<file path="config.mk">
export PLATFORM = sky130hd
export DESIGN_NAME = demux_buffered
export DESIGN_NICKNAME = d
export VERILOG_FILES = /design/src/rtl/demux_pkg.sv /design/src/rtl/sync_fifo.sv /design/src/rtl/demux_buffered.sv
export SDC_FILE = /design/constraint.sdc
export NUM_CORES = 1
export LEC_CHECK = 0
export CORE_MARGIN = 10
export CORE_UTILIZATION = 57
export DETAILED_ROUTE_END_ITERATION = 7
export MAX_ROUTING_LAYER = met4
export PLACE_DENSITY_LB_ADDON = 0.1
export SYNTH_ARGS = -nofsm -noshare
export SYNTH_HDL_FRONTEND = slang
export SYNTH_SLANG_ARGS = --single-unit
</file>
<file path="constraint.sdc">
create_clock -name clk -period 4.1 [get_ports clk]
set_input_delay 1.025 -clock clk [delete_from_list [all_inputs] [get_ports clk]]
set_output_delay 1.025 -clock clk [all_outputs]
set_load 0.01 [all_outputs]
</file>
<file path="src/rtl/demux_pkg.sv">
// Shared constants for demux_buffered: default data width, channel indices and
// the FIFO pointer width rule (one extra wrap bit above the address bits).
package demux_pkg;

    localparam int DATA_W     = 32;
    localparam int FIFO_DEPTH = 2;

    localparam logic CH0 = 1'b0;
    localparam logic CH1 = 1'b1;

    function automatic int ptr_w(input int depth);
        return $clog2(depth) + 1;
    endfunction

    localparam int PTR_W = ptr_w(FIFO_DEPTH);
    typedef logic [PTR_W-1:0] ptr_t;

endpackage

</file>
<file path="src/rtl/sync_fifo.sv">
// Single-clock FIFO with wrap-bit pointers; rdata shows the head entry directly.
// A push while full is dropped, and a pop while empty is ignored.
module sync_fifo
    import demux_pkg::*;
#(
    parameter int WIDTH = DATA_W,
    parameter int DEPTH = FIFO_DEPTH
) (
    input  logic             clk,
    input  logic             rst_n,
    input  logic             push,
    input  logic [WIDTH-1:0] wdata,
    input  logic             pop,
    output logic [WIDTH-1:0] rdata,
    output logic             empty,
    output logic             full
);

    localparam int PW = ptr_w(DEPTH);
    localparam int AW = PW - 1;

    logic [PW-1:0]    wptr_q, wptr_d;
    logic [PW-1:0]    rptr_q, rptr_d;
    logic [WIDTH-1:0] mem_q [DEPTH];
    logic             do_push, do_pop;

    // Full means the pointers have lapped each other exactly once.
    assign empty   = (wptr_q == rptr_q);
    assign full    = (wptr_q[AW] != rptr_q[AW]) && (wptr_q[AW-1:0] == rptr_q[AW-1:0]);
    assign do_push = push && !full;
    assign do_pop  = pop && !empty;

    assign wptr_d = do_push ? wptr_q + 1'b1 : wptr_q;
    assign rptr_d = do_pop  ? rptr_q + 1'b1 : rptr_q;
    assign rdata  = mem_q[rptr_q[AW-1:0]];

    // NOTE: storage is reset too, so the head word reads as 0 straight out of reset.
    always_ff @(posedge clk or negedge rst_n) begin
        if (!rst_n) begin
            wptr_q <= '0;
            rptr_q <= '0;
            for (int i = 0; i < DEPTH; i++) begin
                mem_q[i] <= '0;
            end
        end else begin
            wptr_q <= wptr_d;
            rptr_q <= rptr_d;
            if (do_push) begin
                mem_q[wptr_q[AW-1:0]] <= wdata;
            end
        end
    end

endmodule

</file>
<file path="src/rtl/demux_buffered.sv">
// 1:2 buffered demux: steers a onto c0 (s=0) or c1 (s=1) through per-channel FIFOs.
// Define ROUTE_COUNT_EN to add the per-channel delivered-word counters cnt0/cnt1.
module demux_buffered
    import demux_pkg::*;
#(
    parameter int WIDTH = DATA_W,
    parameter int DEPTH = FIFO_DEPTH
`ifdef ROUTE_COUNT_EN
    ,
    parameter int CNT_W = 16
`endif
) (
    input  logic             clk,
    input  logic             rst_n,
    input  logic [WIDTH-1:0] a,
    input  logic             s,
    input  logic             in_valid,
    output logic             in_ready,
    output logic [WIDTH-1:0] c0,
    output logic             c0_valid,
    input  logic             c0_ready,
    output logic [WIDTH-1:0] c1,
    output logic             c1_valid,
    input  logic             c1_ready
`ifdef ROUTE_COUNT_EN
    ,
    output logic [CNT_W-1:0] cnt0,
    output logic [CNT_W-1:0] cnt1
`endif
);

    logic empty0, full0, empty1, full1;
    logic push0, push1, pop0, pop1;

    // Room is judged on the start-of-cycle state; a same-cycle pop does not free a slot.
    assign in_ready = (s == CH1) ? !full1 : !full0;

    // in_valid gates first so an undriven s while idle cannot create a push.
    assign push0 = in_valid && in_ready && (s == CH0);
    assign push1 = in_valid && in_ready && (s == CH1);

    assign c0_valid = !empty0;
    assign c1_valid = !empty1;
    assign pop0     = c0_ready && c0_valid;
    assign pop1     = c1_ready && c1_valid;

    sync_fifo #(
        .WIDTH (WIDTH),
        .DEPTH (DEPTH)
    ) u_fifo0 (
        .clk   (clk),
        .rst_n (rst_n),
        .push  (push0),
        .wdata (a),
        .pop   (pop0),
        .rdata (c0),
        .empty (empty0),
        .full  (full0)
    );

    sync_fifo #(
        .WIDTH (WIDTH),
        .DEPTH (DEPTH)
    ) u_fifo1 (
        .clk   (clk),
        .rst_n (rst_n),
        .push  (push1),
        .wdata (a),
        .pop   (pop1),
        .rdata (c1),
        .empty (empty1),
        .full  (full1)
    );

`ifdef ROUTE_COUNT_EN
    logic [CNT_W-1:0] cnt0_q, cnt0_d;
    logic [CNT_W-1:0] cnt1_q, cnt1_d;

    // Counters wrap naturally at 2^CNT_W.
    assign cnt0_d = pop0 ? cnt0_q + 1'b1 : cnt0_q;
    assign cnt1_d = pop1 ? cnt1_q + 1'b1 : cnt1_q;

    always_ff @(posedge clk or negedge rst_n) begin
        if (!rst_n) begin
            cnt0_q <= '0;
            cnt1_q <= '0;
        end else begin
            cnt0_q <= cnt0_d;
            cnt1_q <= cnt1_d;
        end
    end

    assign cnt0 = cnt0_q;
    assign cnt1 = cnt1_q;
`else
    // Without the counters, the delivered-word totals are simply not tracked.
`endif

endmodule

</file>
==> metrics, run 1 <==
outcome=finished clean; Total GRT Usage=0.1879; CTS tree=yes; Lkg Pwr=3.376 nW; startpoint types=flip-flop; Area Overhead vs Synth=27.71%; share of layout cells above drive strength 1=0.4522; relative slew slack=0.2998; PD cells=923.3 nW/um^2; worst skew pair latency=0.51 ns; simple-gate share of the synthesized area=0.01077; commonest non-fill, non-tap cell in the layout=mux2_2; PortBufs=104; WL/cell=20.59 um; top-area cell type share of the netlist area=0.5530; crit path kind=flip-flop to output port; mux contribution to synthesized area=0.3800; Hold-fix buffers, CTS=0; gpl congestion=0.7524; CP max FO=40; layout net count=539; setup ws final=0.4903 ns; Compound-Gate Fraction of Synth Area=0.01972; CTS Buf Count=17; Post-CTS Resized=0; Setup TNS=0 ns; P_sw=0.002230 W; Worst EP required=3.07 ns; Placed Instances=618; # setup viols final=0; vias in the first global route=4065; switching portion of total power=0.3072; Post-Synth XOR/XNOR Area=0.009758; Worst Clk Skew=0.004668 ns; wirelength, routed=13370 um; Arr. time, crit path=2.58 ns; first-pass GRT wire length=21570 um; FMAX=277.0 MHz; TritonRoute pass-1 iters=4; Clk pwr share=0.197; adder-cell share of the synthesized area=0; initial drt markers=249; CP Capture Type=output port; dominant cell type by area after synthesis=dfrtp_1; largest net degree at the start of global routing=82; Post-Synthesis Cells=395; Via density=5.530; Fin Hold WS=0.4860 ns; half-perimeter wire length after placement=8381 um; Initial Util=0.5909; most frequent cells in the layout=mux2_2, dfrtp_1, clkdlybuf4s50_1; HP Class=flip-flop to flip-flop; combinational share of power=0.448; Antenna Violating Nets Remaining=0; Filler cells=655; max_cap viols=0; clock-pin slew on the worst setup and hold paths=0.06 ns; Core Box Area=10420 um^2; Die ar.=15350 um^2; CTS sink cnt=136; final count of hold timing violations=0; Post-CTS Setup Bufs=0; row count=37; synth unique cells=29; Overflow after GRT=0; Post-Place Setup Slack=0.6543 ns; Tightest Pin Transition=1.050 ns; fin crit period=3.610 ns; clk root buf=clkbuf_8; syn_area_per_cell=15.58 um^2; Seq/Total Area, Yosys=0.5530; Flop pwr share=0.355; Pins Over Slew Limit=0; maximum clock path buffer count=2; number of remaining DRC errors=0; die width=123.9 um; Cell Area, Synth=6155 um^2; Yosys warning count=0; I/O pins=105; H-tree Lvls=4; chip height=123.9 um; Synth Net Count=433; fin cells=649; # diodes=0; RSZ-0062 raised after global routing=false; Area contributors post-synth=dfrtp_1, mux2_2, mux2_4; initial antenna violation count=0; Vias=3589; main combinational cell family by area after synthesis=multiplexers; maximum vdd drop=0.0004520 V; #FFs+latches synth=136; final worst-path cycle share=0.8804; Int Power=0.005028 W
## per-stage QoR
step	area [um^2]	util	power [W]
5_1_grt	7860	0.7546	0.007679
6_report	7860	0.7546	0.007257
2_1_floorplan	6155	-	0.004363
3_5_place_dp	7307	0.7015	0.005854
4_1_cts	7860	0.7546	0.007346
3_3_place_gp	7307	0.7015	0.005753
## worst max-delay path: stages (launching register included)
cell and delay [ns]:
dfrtp_2 1.06, xor2_1 0.23, nor3_1 0.06, a31oi_1 0.16, clkdlybuf4s50_1 0.57
## cells by family after synthesis
kind of cell	count (synthesis)
XOR/XNOR	6
AND/OR/NAND/NOR	14
AO/OA/AOI/OAI	17
buffers and inverters	24
multiplexers	198
flip-flops	136
## final cells by class
cell class              instances  area (um^2)  area share
clock buffers                  22        452.9     0.05762
flip-flops and latches        136         3406      0.4333
repair buffers                108         1106      0.1407
well taps                     136        170.2     0.02165
inverters                       3        11.26    0.001433
multi-input cells             235         2614      0.3325
clock inverters                 9        100.1     0.01273
## sequential cells by signal, summed over array words and instances, names as in the netlist
| signal | count |
|---|---|
| u_fifo1.rptr_q | 2 |
| u_fifo0.mem_q | 64 |
| u_fifo1.mem_q | 64 |
| u_fifo0.wptr_q | 2 |
| u_fifo1.wptr_q | 2 |
| u_fifo0.rptr_q | 2 |
## metal layers
layer | up-vias | GRT usage | wire length (um)
met5 | - | - | 0
met4 | 0 | 0.04892 | 110
met3 | 8 | 0.05656 | 630
met2 | 77 | 0.2977 | 6601
met1 | 1860 | 0.2316 | 6023
li1 | 1644 | - | -
## cells in the mapped netlist (all sizes together)
cell and count:
nor3 1, buf 20, nand3b 1, mux2 195, o21ai 5, mux2i 3
xor2 3, nor2b 1, xnor2 3, nor2 1, inv 3, a21oi 4
or2 1, a31oi 2, dfrtp 136, clkbuf 1, a21boi 2, nand2 6
o211ai 3, nand3 3, a211o 1
## final timing paths
check / from / cells after the start / slack (ns) / endpoint
max: u_fifo0.rptr_q[0] / 4 / 0.49 / in_ready
min: u_fifo1.mem_q[11] / 1 / 0.49 / u_fifo1.mem_q[11]
max reg2reg: u_fifo1.rptr_q[0] / 3 / 1.63 / u_fifo1.mem_q[60]
min reg2reg: u_fifo1.mem_q[11] / 1 / 0.49 / u_fifo1.mem_q[11]
max in group asynchronous: rst_n / 2 / 2.57 / u_fifo0.rptr_q[0]
min in group asynchronous: rst_n / 1 / 0.68 / u_fifo1.mem_q[44]
## power groups by stage
| stage | Combinational, W | Sequential [W] | Clock (W) |
|---|---|---|---|
| global route | 0.00347 | 0.00268 | 0.00152 |
| CTS | 0.00331 | 0.00258 | 0.00145 |
| finish | 0.00325 | 0.00258 | 0.00143 |
| global placement | 0.00323 | 0.00253 | 0 |
| floorplan | 0.00208 | 0.00229 | 0 |
| detailed placement | 0.00327 | 0.00258 | 0 |
Power figures use the tool's default switching activity.
==> inputs of run 2 (changes only) <==
- CORE_ASPECT_RATIO: unset -> 0.8
==> metrics, run 2 (same netlist as run 1, synthesis figures left out) <==
Antenna Violating Nets Remaining=0 (unchanged); final worst-path cycle share=0.8806 (was 0.8804); PD cells=935.3 nW/um^2 (was 923.3 nW/um^2); HP Class=flip-flop to flip-flop (unchanged); Lkg Pwr=3.408 nW (was 3.376 nW); clock-pin slew on the worst setup and hold paths=0.06 ns (about the same); CTS sink cnt=136 (unchanged); Vias=3575 (was 3589); Crit path max-delay family=flip-flops (unchanged); switching portion of total power=0.3078 (was 0.3072); CP Capture Type=output port (unchanged); Clk pwr share=0.208 (was 0.197); final count of hold timing violations=0 (unchanged); CTS Buf Count=17 (unchanged); max_cap viols=0 (unchanged); Worst Hold Endpoint=u_fifo1.mem_q[4] (was u_fifo1.mem_q[11]); vias in the first global route=4120 (was 4065); Total GRT Usage=0.1905 (was 0.1879); most frequent cells in the layout=mux2_2, dfrtp_1, clkdlybuf4s50_1 (unchanged); # setup viols final=0 (unchanged); list of cells traversed by the critical path=xor2_1 -> nor3_1 -> a31oi_1 -> clkdlybuf4s50_1 (unchanged); Worst EP required=3.07 ns (about the same); Post-Place Setup Slack=0.6209 ns (was 0.6543 ns); outcome=finished clean (unchanged); Core Box Area=10410 um^2 (was 10420 um^2); FF-to-FF setup slack=1.68 ns (was 1.63 ns); first-pass GRT wire length=22210 um (was 21570 um); FMAX=277.0 MHz (about the same); maximum clock path buffer count=2 (unchanged); commonest non-fill, non-tap cell in the layout=mux2_2 (unchanged); PortBufs=104 (unchanged); worst r2r path cells=3 (unchanged); Initial Util=0.5915 (was 0.5909); worst skew pair latency=0.41 ns (was 0.51 ns); highest cell delay on the worst timing path=1.07 ns (was 1.06 ns); worst r2r src=u_fifo0.rptr_q[0] (was u_fifo1.rptr_q[0]); Post-CTS Resized=0 (unchanged); r2r endpoint=u_fifo0.mem_q[47] (was u_fifo1.mem_q[60]); combinational share of power=0.447 (was 0.448); half-perimeter wire length after placement=8827 um (was 8381 um); setup ws final=0.4894 ns (was 0.4903 ns); fin crit period=3.611 ns (was 3.610 ns); maximum vdd drop=0.0005860 V (was 0.0004520 V); startpoint types=flip-flop (unchanged); chip height=112.9 um (was 123.9 um); Pins Over Slew Limit=0 (unchanged); RSZ-0062 raised after global routing=false (unchanged); Area after DPL=7326 um^2 (was 7307 um^2); die width=136.2 um (was 123.9 um); biggest regs=u_fifo0.mem_q: 64 flops, u_fifo1.mem_q: 64 flops (unchanged); crit path kind=flip-flop to output port (unchanged); relative slew slack=0.2824 (was 0.2998); HP Start=u_fifo1.mem_q[4] (was u_fifo1.mem_q[11]); fin area=7933 um^2 (was 7860 um^2); Area Overhead vs Synth=28.89% (was 27.71%); Tightest Pin Transition=1.076 ns (was 1.050 ns); Hold-fix buffers, CTS=0 (unchanged); CP max FO=40 (unchanged); Final Total Pwr=0.007419 W (was 0.007257 W); largest net degree at the start of global routing=77 (was 82); Setup TNS=0 ns (unchanged); H-tree Lvls=4 (unchanged); Arr. time, crit path=2.59 ns (was 2.58 ns); WL/cell=20.75 um (was 20.59 um); WHS Path Cells=1 (unchanged); Int Power=0.005136 W (was 0.005028 W); Worst Clk Skew=0.009758 ns (was 0.004668 ns); # diodes=0 (unchanged); initial drt markers=158 (was 249); I/O pins=105 (unchanged); worst path bufs/invs=1 (unchanged); number of remaining DRC errors=0 (unchanged); row count=33 (was 37); share of layout cells above drive strength 1=0.4603 (was 0.4522); TritonRoute pass-1 iters=4 (unchanged); Die ar.=15380 um^2 (was 15350 um^2); Crit-path slowest cell=dfrtp_2 (unchanged); Overflow after GRT=0 (unchanged); gpl congestion=0.9086 (was 0.7524); Via density=5.441 (was 5.530); P_sw=0.002284 W (was 0.002230 W); layout net count=542 (was 539); clk root buf=clkbuf_16 (was clkbuf_8); Post-CTS Setup Bufs=0 (unchanged); Flop pwr share=0.345 (was 0.355); initial antenna violation count=0 (unchanged); wirelength, routed=13630 um (was 13370 um); CTS tree=yes (unchanged)
[run 2: layout make-up]
class	count	area [um^2]
Clock buffer	20	456.7
Timing Repair Buffer	111	1120
Multi-Input combinational cell	235	2614
Clock inverter	12	150.1
Sequential cell	136	3406
Fill cell	676	2472
Tap cell	140	175.2
Inverter	3	11.26
[run 2: worst reg2reg max path, stage by stage, from the launching register on]
cell	delay [ns]
dfrtp_2	0.78
o211ai_4	0.74
buf_4	0.40
mux2_2	0.38
[run 2: worst max path at each step]
stage	from	endpoint	slack (ns)	cells past startpoint
after detailed placement	s	in_ready	0.62	4
final	u_fifo0.rptr_q[0]	in_ready	0.49	4
after floorplan	u_fifo0.rptr_q[0]	c0[15]	1.73	3
after CTS	u_fifo0.rptr_q[0]	in_ready	0.49	4
after global routing	u_fifo0.rptr_q[0]	in_ready	0.37	4
after global placement	s	in_ready	0.71	4
[run 2: metrics by stage]
step	hold WS, ns	util	cells
after floorplan	0.4522	-	395
after global placement	0.4612	0.7041	625
after detailed placement	0.4750	0.7041	625
after CTS	0.4883	0.7624	657
after global routing	0.4997	0.7624	657
final	0.4849	0.7624	657
[run 2: power by group through the flow]
| stage | combinational (W) | clock, W | sequential [W] |
|---|---|---|---|
| floorplan | 0.00208 | 0 | 0.00229 |
| finish | 0.00331 | 0.00155 | 0.00256 |
| CTS | 0.00338 | 0.00158 | 0.00255 |
| detailed placement | 0.00333 | 0 | 0.00256 |
| global route | 0.00355 | 0.00164 | 0.00265 |
| global placement | 0.00327 | 0 | 0.00249 |
[run 2: routing by layer]
metal,GRT usage,share of wire,vias to the layer above
met1,0.2339,0.45,1833
met5,-,0,-
met2,0.2988,0.48,81
met3,0.05438,0.057,16
li1,-,-,1645
met4,0.06095,0.013,0
==> inputs of run 3 (changes only) <==
- MAX_ROUTING_LAYER: met4 -> unset
- REMOVE_ABC_BUFFERS: unset -> 1
==> metrics, run 3 (same netlist as run 1, synthesis figures left out) <==
chip height=112.9 um (unchanged); CTS Buf Count=17 (unchanged); gpl congestion=0.7680 (was 0.9086); sequential cell area=3406 um^2 (unchanged); Crit-path slowest cell=dfrtp_2 (unchanged); WHS Path Cells=1 (unchanged); Overflow after GRT=0 (unchanged); Fin Hold WS=0.4853 ns (was 0.4849 ns); final worst-path cycle share=0.8589 (was 0.8806); Lkg Pwr=3.371 nW (was 3.408 nW); commonest non-fill, non-tap cell in the layout=mux2_2 (unchanged); WL/cell=20.27 um (was 20.75 um); H-tree Lvls=4 (unchanged); FF-to-FF setup slack=1.63 ns (was 1.68 ns); HP Start=u_fifo1.mem_q[4] (unchanged); # diodes=0 (unchanged); Worst Clk Skew=0.003450 ns (was 0.009758 ns); highest cell delay on the worst timing path=1.06 ns (was 1.07 ns); fin cells=654 (was 657); share of layout cells above drive strength 1=0.4455 (was 0.4603); fin crit period=3.521 ns (was 3.611 ns); RSZ-0062 raised after global routing=false (unchanged); setup ws final=0.5787 ns (was 0.4894 ns); initial drt markers=188 (was 158); outcome=finished clean (unchanged); Post-CTS Resized=0 (unchanged); CTS tree=yes (unchanged); largest net degree at the start of global routing=91 (was 77); Vias=3552 (was 3575); clock-pin slew on the worst setup and hold paths=0.05 ns (was 0.06 ns); relative slew slack=0.2876 (was 0.2824); max_cap viols=0 (unchanged); PD cells=919.4 nW/um^2 (was 935.3 nW/um^2); layout net count=539 (was 542); area of the multi-input gates=2614 um^2 (unchanged); final count of hold timing violations=0 (unchanged); Worst EP required=3.07 ns (about the same); worst path bufs/invs=1 (unchanged); vias in the first global route=4017 (was 4120); maximum clock path buffer count=2 (unchanged); Post-Place Setup Slack=0.6913 ns (was 0.6209 ns); CP max FO=40 (unchanged); crit path kind=flip-flop to output port (unchanged); FMAX=284.0 MHz (was 277.0 MHz); first-pass GRT wire length=21530 um (was 22210 um); Arr. time, crit path=2.50 ns (was 2.59 ns); clk root buf=clkbuf_16 (unchanged); list of cells traversed by the critical path=xor2_1 -> nor3_1 -> a31oi_1 -> clkdlybuf4s50_1 (unchanged); Initial Util=0.5915 (unchanged); initial antenna violation count=0 (unchanged); HP Class=flip-flop to flip-flop (unchanged); Crit path max-delay family=flip-flops (unchanged); Post-CTS Setup Bufs=0 (unchanged); die width=136.2 um (unchanged); maximum vdd drop=0.0004670 V (was 0.0005860 V); number of remaining DRC errors=0 (unchanged); most frequent cells in the layout=mux2_2, dfrtp_1, clkdlybuf4s50_1 (unchanged); Placed Instances=622 (was 625); Tightest Pin Transition=1.069 ns (was 1.076 ns); CP Capture Type=output port (unchanged); PortBufs=104 (unchanged); Via density=5.431 (was 5.441); half-perimeter wire length after placement=8417 um (was 8827 um); Antenna Violating Nets Remaining=0 (unchanged); worst r2r path cells=3 (unchanged); biggest regs=u_fifo0.mem_q: 64 flops, u_fifo1.mem_q: 64 flops (unchanged); Pins Over Slew Limit=0 (unchanged); CTS sink cnt=136 (unchanged); Setup TNS=0 ns (unchanged); Hold-fix buffers, CTS=0 (unchanged); final core utilization=0.7538 (was 0.7624); startpoint types=flip-flop (unchanged); worst skew pair latency=0.40 ns (was 0.41 ns); Area Overhead vs Synth=27.44% (was 28.89%); Filler cells=670 (was 676); worst r2r src=u_fifo1.rptr_q[0] (was u_fifo0.rptr_q[0]); Total GRT Usage=0.1778 (was 0.1905); I/O pins=105 (unchanged); Core Box Area=10410 um^2 (unchanged); row count=33 (unchanged); TritonRoute pass-1 iters=6 (was 4); Worst Hold Endpoint=u_fifo1.mem_q[4] (unchanged); Die ar.=15380 um^2 (unchanged); # setup viols final=0 (unchanged); r2r endpoint=u_fifo1.mem_q[59] (was u_fifo0.mem_q[47]); wirelength, routed=13260 um (was 13630 um)
-- run 3: cell count changes in the layout (fill, tap and decap cells not counted), sizes merged --
cell | before | now
clkinv | 6 | 2
clkbuf | 20 | 30
buf | 8 | 5
clkinvlp | 3 | 0
bufinv | 3 | 0
-- run 3: layout make-up --
type / count / share of cell area
Clock buffer: 30 / 0.06811
Inverter: 3 / 0.001436
Timing Repair Buffer: 108 / 0.1394
Multi-Input combinational cell: 235 / 0.3332
Clock inverter: 2 / 0.001276
Tap cell: 140 / 0.02233
Sequential cell: 136 / 0.4342
-- run 3: report_power, final --
| part | internal, W | switching, W |
|---|---|---|
| logic | 0.00211 | 0.00114 |
| clock network | 0.000869 | 0.000517 |
| registers | 0.00203 | 0.000550 |
-- run 3: worst max path at each step --
stage	from	endpoint	slack, ns	cells after the start
floorplan	s	u_fifo0.mem_q[0]	0.75	3
global placement	s	in_ready	0.71	4
detailed placement	s	in_ready	0.69	4
CTS	u_fifo0.rptr_q[0]	in_ready	0.56	4
global route	u_fifo0.rptr_q[0]	in_ready	0.43	4
finish	u_fifo0.rptr_q[0]	in_ready	0.58	4
-- run 3: worst register-to-register path, cell delays in order (launching register included) --
cell and delay [ns]:
dfrtp_2 1.05, inv_1 0.24, a211o_4 0.66, mux2_4 0.41
-- run 3: through the flow --
step                      instance area [um^2]  power (W)
after detailed placement                  7300   0.005866
after floorplan                           6001   0.004299
after global placement                    7300   0.005748
after CTS                                 7844   0.007301
final                                     7844   0.007211
after global routing                      7844   0.007638
-- run 3: metal layers --
| metal | vias up | part of all wire | global-route usage |
|---|---|---|---|
| met2 | 81 | 0.49 | 0.2911 |
| met1 | 1822 | 0.44 | 0.2172 |
| met3 | 9 | 0.065 | 0.07162 |
| met5 | - | 0 | 0 |
| li1 | 1640 | - | - |
| met4 | 0 | 0.0075 | 0.03756 |
